<file path="src/rtl/wb_axi_write_arbiter.sv">
// Shares one AXI write channel between uncached single-word stores and write-buffer line drains.
// A grant is followed by AW, then W beats, then B; the winner gets a one-cycle done pulse on the B handshake.
module wb_axi_write_arbiter #(
  parameter int unsigned STARVE_LIMIT = 4
) (
  input  logic         clk,
  input  logic         rst,
  input  logic         unc_req_i,
  input  logic [31:0]  unc_addr_i,
  input  logic [31:0]  unc_data_i,
  input  logic [3:0]   unc_strb_i,
  output logic         unc_done_o,
  input  logic         wb_req_i,
  input  logic [31:0]  wb_addr_i,
  input  logic [127:0] wb_data_i,
  output logic         wb_done_o,
  output logic         bus_err_o,
  output logic         busy_o,
  output logic [31:0]  awaddr_o,
  output logic [7:0]   awlen_o,
  output logic [2:0]   awsize_o,
  output logic [1:0]   awburst_o,
  output logic         awvalid_o,
  input  logic         awready_i,
  output logic [31:0]  wdata_o,
  output logic [3:0]   wstrb_o,
  output logic         wlast_o,
  output logic         wvalid_o,
  input  logic         wready_i,
  input  logic [1:0]   bresp_i,
  input  logic         bvalid_i,
  output logic         bready_o
);

  typedef enum logic [2:0] {IDLE, ADDR, DATA, RESP, TURN} state_t;

  localparam logic [3:0] LIMIT = 4'(STARVE_LIMIT);

  state_t          state_q, state_d;
  logic            owner_wb_q;
  logic [1:0]      beat_q;
  logic [3:0][31:0] line_q;
  logic [3:0]      starve_q;
  logic [31:0]     awaddr_q;
  logic [7:0]      awlen_q;
  logic [2:0]      awsize_q;
  logic [1:0]      awburst_q;
  logic [31:0]     wdata_q;
  logic [3:0]      wstrb_q;

  logic grant, grant_wb, same_line, starved, w_hs, b_hs, last_beat;
  logic [1:0] beat_nxt;
  logic unused_addr_bits;

  assign unused_addr_bits = ^wb_addr_i[3:0];

  // Same-line conflict sends the line first so the uncached store lands after it.
  assign same_line = unc_req_i && wb_req_i && (unc_addr_i[31:4] == wb_addr_i[31:4]);
  assign starved   = wb_req_i && (starve_q == LIMIT);
  assign grant_wb  = same_line || starved || (wb_req_i && !unc_req_i);
  assign grant     = (state_q == IDLE) && (unc_req_i || wb_req_i);
  assign last_beat = (beat_q == awlen_q[1:0]);
  assign beat_nxt  = beat_q + 2'd1;
  assign w_hs      = (state_q == DATA) && wready_i;
  assign b_hs      = (state_q == RESP) && bvalid_i;

  always_comb begin
    state_d = state_q;
    case (state_q)
      IDLE:    if (grant) state_d = ADDR;
      ADDR:    if (awready_i) state_d = DATA;
      DATA:    if (w_hs && last_beat) state_d = RESP;
      RESP:    if (bvalid_i) state_d = TURN;
      TURN:    state_d = IDLE;
      default: state_d = IDLE;
    endcase
  end

  always_ff @(posedge clk or posedge rst) begin
    if (rst) begin
      state_q    <= IDLE;
      owner_wb_q <= 1'b0;
      beat_q     <= 2'd0;
      line_q     <= '0;
      starve_q   <= 4'd0;
      awaddr_q   <= 32'd0;
      awlen_q    <= 8'd0;
      awsize_q   <= 3'd0;
      awburst_q  <= 2'd0;
      wdata_q    <= 32'd0;
      wstrb_q    <= 4'd0;
    end else begin
      state_q <= state_d;
      if (grant) begin
        owner_wb_q <= grant_wb;
        beat_q     <= 2'd0;
        awsize_q   <= 3'b010;
        awburst_q  <= 2'b01;
        awaddr_q   <= grant_wb ? {wb_addr_i[31:4], 4'b0000} : unc_addr_i;
        awlen_q    <= grant_wb ? 8'd3 : 8'd0;
        line_q     <= grant_wb ? wb_data_i : {96'd0, unc_data_i};
        wdata_q    <= grant_wb ? wb_data_i[31:0] : unc_data_i;
        wstrb_q    <= grant_wb ? 4'hF : unc_strb_i;
      end else if (w_hs && !last_beat) begin
        beat_q  <= beat_nxt;
        wdata_q <= line_q[beat_nxt];
      end
      // Saturating count of uncached wins taken while a drain waits.
      if (grant) begin
        if (grant_wb || !wb_req_i) starve_q <= 4'd0;
        else if (starve_q < LIMIT) starve_q <= starve_q + 4'd1;
      end else if (state_q == IDLE && !wb_req_i) begin
        starve_q <= 4'd0;
      end
    end
  end

  assign busy_o     = (state_q != IDLE);
  assign awvalid_o  = (state_q == ADDR);
  assign wvalid_o   = (state_q == DATA);
  assign wlast_o    = (state_q == DATA) && last_beat;
  assign bready_o   = (state_q == RESP);
  assign unc_done_o = b_hs && !owner_wb_q;
  assign wb_done_o  = b_hs && owner_wb_q;
  assign bus_err_o  = b_hs && (bresp_i != 2'b00);
  assign awaddr_o   = awaddr_q;
  assign awlen_o    = awlen_q;
  assign awsize_o   = awsize_q;
  assign awburst_o  = awburst_q;
  assign wdata_o    = wdata_q;
  assign wstrb_o    = wstrb_q;

endmodule

</file>
<file path="config.mk">
export PLATFORM = sky130hd
export DESIGN_NAME = wb_axi_write_arbiter
export DESIGN_NICKNAME = d
export VERILOG_FILES = /design/src/rtl/wb_axi_write_arbiter.sv
export SDC_FILE = /design/constraint.sdc
export NUM_CORES = 1
export LEC_CHECK = 0
export BUFFER_PORTS_ARGS = -buffer_cell sky130_fd_sc_hd__buf_2
export CORE_MARGIN = 5
export CORE_UTILIZATION = 35
export CTS_CLUSTER_SIZE = 12
export DETAILED_ROUTE_END_ITERATION = 10
export SYNTH_ARGS = -nofsm -noshare
export SYNTH_HDL_FRONTEND = slang
export SYNTH_SLANG_ARGS = --single-unit
</file>
<file path="constraint.sdc">
create_clock -name clk -period 9.65 [get_ports clk]
set_input_delay 0.4825 -clock clk [delete_from_list [all_inputs] [get_ports clk]]
set_output_delay 0.4825 -clock clk [all_outputs]
set_load 0.05 [all_outputs]
</file>
==> results.toml, run 1 <==
[floorplanning]
core_area_um2 = 27900
core.rowCount = 61
chipWidth_um = 178
dieArea_um2 = 31700
ios = 326
die_y_um = 178
start_util = 0.355

[synthesis]
synth_cell_type_count = 44
syn_area_um2 = 9880
seq_area_frac_synth = 0.524
syn_area_per_cell_um2 = 11.6
synth-edff-count = 0
syn_inst = 854
yosysWarnings = 0
ys_async_sr_fraction = 1.00
synth_ff_type = "dfrtp_1"
ys_seq_elements = 207

[route]
drt_first_pass_iters = 5
num_vias = 8117
routed_wl_um = 31000
wl_per_cell_um = 20.3
drc = 0
drt_iter0_markers = 405
antenna_left = 0
via_per_inst = 5.31

[clock_tree]
cts_setup_buffers = 0
worst_skew_pair.late_latency_ns = 0.53
cts_made_buffers = 25
htree_levels = 1
clockBufferDepth = 3
cts_hold_buf = 0
clock_sinks = 207
cts_root_buffer = "clkbuf_16"
cts.repair.resized = 0
cts_tree = "built"
path_clk_slew_ns = 0.06

[global_routing]
grt_start_max_net_pins = 98
overflow = 0
antenna_found_initial = 8
track_usage = 0.189
grt_pass1_vias = 8268
grt_pass1_wl_um = 47300

[timing]
drv_slew = 0
finalCritPeriodShare = 0.320
timing.setup.tns_ns = 0
hold_viol = 0
rsz0062_at_grt = "no"
period_minus_slack_ns = 3.09
finClkSkew_ns = 0.0285
setup_violations = 0
timing.fmax_ghz = 0.324
worstMarginPinSlew_ns = 1.13
max_slew_margin = 0.244

[finish]
final_nets = 1370
nFillCells = 2649
drive_above_1_share = 0.383
area_growth_pct = 26.5
layout_commonest_cell = "buf_2"
layout_common_cells = "buf_2 (312), dfrtp_1 (205), a22o_1 (96), a21oi_1 (69)"
final_area_um2 = 12500

[power]
power.density_nw_per_um2 = 354
irDropWorstVdd_v = 0.000189
p_leak_nw = 5.90

[worst_setup_path]
critical_path.most_common_cell = "buf_4"
worst_setup_path_end_kind = "register"
worstSetupStartpointType = "input pin"
cp_slowest_cell = "o21ai_4"
cp_max_fo = 56
crit_arrival_ns = 3.52
criticalPathCategory = "input pin to register"
path_delay_family = "buffers and inverters"
slowest_delay_ns = 1.00
path_cells = "buf_2, o21ai_4, buf_4, buf_4, a22o_1"
worstPathRequired_ns = 10.08
crit_buf_inv = 3

[place]
port_buffers = 312
hpwl_um = 20900
gp_congestion = 0.798
place_area_um2 = 11700

[run_status]
outcome = "finished clean"

[worst_hold_path]
hold_path_class = "input pin to asynchronous set/reset pin"

[job]
drv_cap = 0
worst paths after layout:
check	start	to	slack, ns	depth (start not counted)
min	rst	line_q[35]$_DFFE_PP0P_	0.07	2
max reg2reg	starve_q[1]$_DFFE_PP0P_	wdata_o[31]$_DFFE_PP0P_	6.70	9
max	wb_req_i	line_q[118]$_DFFE_PP0P_	6.56	5
min reg2reg	awaddr_o[0]$_DFFE_PP0P_	awaddr_o[0]$_DFFE_PP0P_	0.47	2
min in group clk	wb_data_i[95]	line_q[95]$_DFFE_PP0P_	0.17	2
max in group asynchronous	rst	line_q[84]$_DFFE_PP0P_	7.62	4
logic make-up (layout without fill, tap and decap cells):
logic type	count (synthesis)	after routing	share of synthesized area
AOI/OAI and AO/OA	300	300	0.218
DFF	207	207	0.524
and+or+nand+nor	158	158	0.0784
buffers and inverters	94	382	0.0466
muxes	64	64	0.105
xor gates and xnor gates	28	28	0.0248
adders and majority gates	2	2	0.00253
other	1	10	0.000379
registers in the layout, indices dropped and copies added, names as in the netlist:
name,cells
awaddr_o,32
awburst_o,1
awlen_o,1
beat_q,2
line_q,128
starve_q,4
state_q,3
wdata_o,32
wstrb_o,4
through the flow:
stage	total power [mW]	util	instances	hold WS, ns	setup slack (ns)
after global placement	3.48	0.419	1482	0.454	6.09
after CTS	4.49	0.449	1528	0.0838	6.60
after detailed placement	3.52	0.419	1482	0.453	6.06
final	4.43	0.449	1529	0.0658	6.56
after floorplan	3.01	-	862	0.455	3.52
after global routing	4.72	0.449	1528	0.108	6.38
routing by layer:
| metal | GRT usage | up-vias | wire (um) |
|---|---|---|---|
| li1 | - | 3769 | - |
| met1 | 0.252 | 3962 | 13100 |
| met2 | 0.301 | 317 | 14300 |
| met3 | 0.0579 | 55 | 2910 |
| met4 | 0.0477 | 14 | 705 |
| met5 | 0 | - | 85 |
report_power, final:
part,leakage (nW),switching (mW),total [mW],internal [mW]
registers,2.56,0.231,1.51,1.28
clock network,0.408,0.372,0.939,0.568
logic,2.93,1.27,1.98,0.712
total,5.90,1.87,4.43,2.56
cell type report:
cell class	instances	area [um2]	area share
diodes	1	2.50	0.000200
multi-input cells	561	4300	0.344
clock inverters	13	126	0.0101
well taps	378	473	0.0378
clock buffers	33	706	0.0565
repair buffers	325	1660	0.133
flip-flops and latches	207	5180	0.415
inverters	11	48.8	0.00390
synthesized netlist by cell type, types with 2 or more instances:
cell | instances | area [um2]
and2_1 | 22 | 138
o21ai_0 | 45 | 225
nand3_1 | 5 | 25.0
a31oi_1 | 6 | 37.5
nand4_1 | 7 | 43.8
buf_2 | 20 | 100
mux2i_1 | 32 | 320
a211oi_1 | 19 | 143
inv_1 | 11 | 41.3
o22ai_1 | 28 | 175
and3_1 | 4 | 25.0
clkbuf_1 | 40 | 150
buf_4 | 16 | 120
nand2_1 | 45 | 169
nand2b_1 | 2 | 12.5
buf_1 | 4 | 15.0
nor2_1 | 44 | 165
a22o_1 | 96 | 841
dfrtp_1 | 207 | 5180
a21oi_1 | 69 | 345
o211ai_1 | 2 | 15.0
nor3_1 | 7 | 35.0
ha_1 | 2 | 25.0
buf_6 | 3 | 33.8
mux4_2 | 32 | 721
or3_1 | 14 | 87.6
o221a_2 | 28 | 315
xnor2_1 | 28 | 245
(Power assumes the default switching activity.)
==> run 2: changes to the inputs <==
==> constraint.sdc (replaced) <==
create_clock -name clk -period 2.55 [get_ports clk]
set_input_delay 0.1275 -clock clk [delete_from_list [all_inputs] [get_ports clk]]
set_output_delay 0.1275 -clock clk [all_outputs]
set_load 0.05 [all_outputs]
==> run 2 against run 1 <==
  * Final area rose by 21%
  * Critical endpoint is now awaddr_o[7]$_DFFE_PP0P_
  * Setup slack got worse by 6.5 ns
  * Non-clock buffer count increased by 259
  * Sequential cell count stayed put
  * Die area unchanged
  * Clock power grew to 3.5 times the previous value
==> results.toml, run 2 (same netlist as run 1, synthesis figures left out) <==
[run_status]
outcome = "finished clean"

[power]
p_leak_nw = 7.04
intPower_mw = 10.2
seq_power_share = 0.328
p_clk_frac = 0.184
combinationalPowerShare = 0.488
power.density_nw_per_um2 = 1160
irDropWorstVdd_v = 0.000763
swShare = 0.420
p_switching_mw = 7.41

[global_routing]
grt_start_max_net_pins = 103
grt_pass1_vias = 9993
grt_pass1_wl_um = 53500
track_usage = 0.212
overflow = 0
antenna_found_initial = 5

[worst_setup_path]
worst_setup_path_end_kind = "register"
cp_max_fo = 28
criticalPathCategory = "input pin to register"
worstPathRequired_ns = 2.94
worstSetupStartpointType = "input pin"
ff2ff_path_depth = 8
crit_arrival_ns = 2.86

[route]
routed_wl_um = 36100
wl_per_cell_um = 20.2
antenna_left = 0
num_vias = 9411
drt_first_pass_iters = 6
drt_iter0_markers = 667
via_per_inst = 5.27
drc = 0

[floorplanning]
core_area_um2 = 27900
chipWidth_um = 178
dieArea_um2 = 31700
die_y_um = 178
ios = 326
core.rowCount = 61
start_util = 0.355

[job]
drv_cap = 0

[timing]
timing.fmax_ghz = 0.405
setup_slack_ns = 0.0782
period_minus_slack_ns = 2.47
finalCritPeriodShare = 0.969
drv_slew = 0
setup_violations = 0
max_slew_margin = 0.482
hold_viol = 0
finClkSkew_ns = 0.0202
holdWs_ns = 0.0210
worstMarginPinSlew_ns = 0.775

[worst_hold_path]
hold_path_class = "input pin to register"
min_path_cells = 3

[clock_tree]
path_clk_slew_ns = 0.06
cts_tree = "built"
cts_root_buffer = "clkbuf_16"
htree_levels = 1
clock_sinks = 207
cts_made_buffers = 24
clockBufferDepth = 3
worst_skew_pair.late_latency_ns = 0.52

[place]
port_buffers = 312
dp_slack_ns = 0.326
hpwl_um = 21600
gp_congestion = 0.818

[finish]
final_nets = 1628
regMostFlops = "line_q"
layout_common_cells = "buf_2 (312), dlygate4sd3_1 (230), dfrtp_1 (204), a22o_1 (96), a21oi_1 (69)"
drive_above_1_share = 0.337
area_growth_pct = 53.4
layout_commonest_cell = "buf_2"
largest_register_ffs = 128
[run 2: critical path, stage by stage]
cell and delay (ns):
dlygate4sd3_1 0.53, buf_2 0.14, xnor2_1 0.17, nand4_1 0.18
nor3_2 0.06, buf_4 0.15, a21oi_2 0.33, nand2_2 0.10
buf_8 0.18, o221a_2 0.29, dlygate4sd3_1 0.56
[run 2: power by group through the flow]
stage / sequential, mW / combinational, mW / clock, mW
floorplan: 7.35 / 4.06 / 0
global placement: 5.77 / 7.55 / 0
detailed placement: 5.79 / 7.68 / 0
CTS: 5.77 / 8.36 / 3.33
global route: 5.96 / 9.27 / 3.45
finish: 5.79 / 8.62 / 3.24
[run 2: what timing repair did]
action                                 in CTS  in global routing
endpoints found under the hold margin     213                  0
setup endpoints to repair                   0                 33
setup buffers                               0                  4
resized for setup                           0                 24
hold buffers                              230                  0
[run 2: worst paths after layout]
| check | start | to | slack (ns) |
|---|---|---|---|
| setup / recovery | unc_addr_i[25] | awaddr_o[7]$_DFFE_PP0P_ | 0.08 |
| hold / removal | wready_i | beat_q[0]$_DFFE_PP0P_ | 0.02 |
| setup reg to reg | state_q[2]$_DFFE_PP0P_ | wdata_o[2]$_DFFE_PP0P_ | 0.11 |
| hold reg to reg | awaddr_o[1]$_DFFE_PP0P_ | awaddr_o[1]$_DFFE_PP0P_ | 0.48 |
| max in group asynchronous | rst | line_q[27]$_DFFE_PP0P_ | 1.53 |
| min in group asynchronous | rst | line_q[28]$_DFFE_PP0P_ | 0.30 |
[run 2: layout make-up]
type / instances / area, um2
fillers: 2345 / 12700
flip-flops and latches: 207 / 5180
multi-input cells: 561 / 4360
repair buffers: 584 / 4360
clock buffers: 37 / 699
well taps: 378 / 473
inverters: 11 / 45.0
clock inverters: 4 / 31.3
diodes: 3 / 7.51
[run 2: through the flow]
step                cell area [um2]  instances  TNS [ns]  total power [mW]  utilization
detailed placement            11900       1503         0              13.5        0.428
global route                  15200       1785   -0.0117              18.7        0.544
global placement              11900       1503         0              13.3        0.428
floorplan                      9920        862    -54.60              11.4            -
CTS                           15000       1774         0              17.5        0.537
finish                        15200       1785         0              17.7        0.544
[run 2: layer usage]
layer | part of all wire | up-vias | GRT usage | wire length, um
met5 | 0.00058 | - | 0 | 21
met4 | 0.029 | 4 | 0.0664 | 1050
met3 | 0.076 | 80 | 0.0496 | 2740
met2 | 0.47 | 429 | 0.355 | 17100
met1 | 0.42 | 4615 | 0.272 | 15200
li1 | - | 4283 | - | -
==> run 3: changes to the inputs <==
==> constraint.sdc (replaced) <==
create_clock -name clk -period 2.35 [get_ports clk]
set_input_delay 0.1175 -clock clk [delete_from_list [all_inputs] [get_ports clk]]
set_output_delay 0.1175 -clock clk [all_outputs]
set_load 0.05 [all_outputs]
==> run 3 against run 2 <==
  * Sequential cell count is the same
  * Count of clock-buffer cells in the layout stayed put
  * Sequential share of layout area is 0.18 points higher
  * Final area is 0.54% lower
  * Highest routed layer is now met4
==> results.toml, run 3 (same netlist as run 1, synthesis figures left out) <==
[finish]
final_area_um2 = 15100
regMostFlops = "line_q"
largest_register_ffs = 128
layout_commonest_cell = "buf_2"
final_nets = 1612
final_util = 0.541
stdcell_count = 1773
area_growth_pct = 52.6
layout_common_cells = "buf_2 (312), dlygate4sd3_1 (227), dfrtp_1 (205), a22o_1 (96), a21oi_1 (69)"
drive_above_1_share = 0.325

[clock_tree]
cts_made_buffers = 26
clockBufferDepth = 3
clock_sinks = 207
path_clk_slew_ns = 0.06
htree_levels = 1
worst_skew_pair.late_latency_ns = 0.53
cts_root_buffer = "clkbuf_16"
cts_tree = "built"

[timing]
timing.fmax_ghz = 0.457
worstMarginPinSlew_ns = 0.698
max_slew_margin = 0.534
finClkSkew_ns = 0.0120
rsz0062_at_grt = "no"
setup_violations = 0
hold_viol = 0
timing.setup.tns_ns = 0
finalCritPeriodShare = 0.932
drv_slew = 0
holdWs_ns = 0.0285
period_minus_slack_ns = 2.19
setup_slack_ns = 0.159

[global_routing]
grt_start_max_net_pins = 103
grt_pass1_vias = 9866
overflow = 0
grt_pass1_wl_um = 54000
track_usage = 0.213
antenna_found_initial = 1

[route]
via_per_inst = 5.22
antenna_left = 0
drt_first_pass_iters = 5
routed_wl_um = 34900
wl_per_cell_um = 19.7
num_vias = 9257
drt_iter0_markers = 609
drc = 0

[worst_setup_path]
cp_max_fo = 32
r2r-end = "line_q[12]$_DFFE_PP0P_"
criticalPathCategory = "register to register"
reg2reg_slack_ns = 0.16
worst_setup_path_end_kind = "register"
worstPathRequired_ns = 2.74
worstSetupStartpointType = "register"
crit_arrival_ns = 2.58
ff2ff_path_depth = 9
r2r-start = "starve_q[1]$_DFFE_PP0P_"

[place]
gp_congestion = 0.813
post-place-cells = 1496
hpwl_um = 21100
dp_slack_ns = 0.165
port_buffers = 312
place_area_um2 = 11900

[floorplanning]
die_y_um = 178
start_util = 0.355
ios = 326
chipWidth_um = 178
core.rowCount = 61
dieArea_um2 = 31700
core_area_um2 = 27900

[job]
drv_cap = 0

[run_status]
outcome = "finished clean"

[worst_hold_path]
hold_path_class = "input pin to register"
worstHoldStart = "wb_req_i"
min_path_cells = 3
whs_endpoint = "starve_q[2]$_DFFE_PP0P_"

[power]
irDropWorstVdd_v = 0.000822
finalPower_mw = 19.1
power.density_nw_per_um2 = 1270
p_leak_nw = 6.98
==> run 3: cell count changes in the layout (fill, tap and decap cells not counted), moves of 3 or more <==
cell / previous run / this run
nor3_2: 3 / 0
buf_12: 6 / 11
buf_4: 26 / 16
nor3_1: 4 / 7
xnor2_1: 25 / 28
dlygate4sd3_1: 230 / 227
buf_6: 4 / 0
bufinv_16: 0 / 3
xnor2_2: 3 / 0
==> run 3: worst max-delay path by stage <==
| stage | slack (ns) | from | to | depth (start not counted) |
|---|---|---|---|---|
| finish | 0.16 | starve_q[1]$_DFFE_PP0P_ | line_q[12]$_DFFE_PP0P_ | 9 |
| global route | 0.03 | starve_q[1]$_DFFE_PP0P_ | line_q[29]$_DFFE_PP0P_ | 9 |
| CTS | 0.12 | starve_q[1]$_DFFE_PP0P_ | line_q[1]$_DFFE_PP0P_ | 9 |
| detailed placement | 0.16 | starve_q[1]$_DFFE_PP0P_ | line_q[1]$_DFFE_PP0P_ | 9 |
| global placement | 0.21 | starve_q[0]$_DFFE_PP0P_ | line_q[1]$_DFFE_PP0P_ | 9 |
| floorplan | -0.45 | rst | awaddr_o[0]$_DFFE_PP0P_ | 1 |
==> run 3: cell type report <==
type                    count  area (um2)
flip-flops and latches    207        5180
multi-input cells         561        4310
repair buffers            566        4170
diodes                      3        7.51
fillers                  2309       12800
clock buffers              37         742
clock inverters            10         148
well taps                 378         473
inverters                  11        45.0
==> run 3: power breakdown <==
| group | switching [mW] | total, mW | internal [mW] |
|---|---|---|---|
| Combinational | 5.35 | 8.68 | 3.33 |
| Sequential | 0.989 | 6.25 | 5.26 |
| Clock | 1.62 | 4.16 | 2.53 |
==> run 3: metal layers <==
| layer | share of wire | up-vias | wire length, um | global-route usage |
|---|---|---|---|---|
| li1 | - | 4248 | - | - |
| met4 | 0.024 | 0 | 834 | 0.0596 |
| met3 | 0.084 | 65 | 2920 | 0.0483 |
| met5 | 0 | - | 0 | 0 |
| met1 | 0.41 | 4515 | 14400 | 0.277 |
| met2 | 0.48 | 429 | 16700 | 0.361 |
==> run 3: timing repair <==
action	4_1_cts	5_1_grt
hold buffers	227	0
buffers inserted	0	0
gates resized for setup	0	1
setup endpoints to repair	0	2
endpoints found under the hold margin	214	0
==> run 3: critical path, cell delays in order, from the launching register on <==
cell     delay (ns)
dfrtp_1        0.38
inv_1          0.08
ha_1           0.18
nand2_1        0.06
o21ai_0        0.13
and2_1         0.22
a31oi_4        0.18
buf_12         0.27
mux2i_1        0.37
a21oi_1        0.11
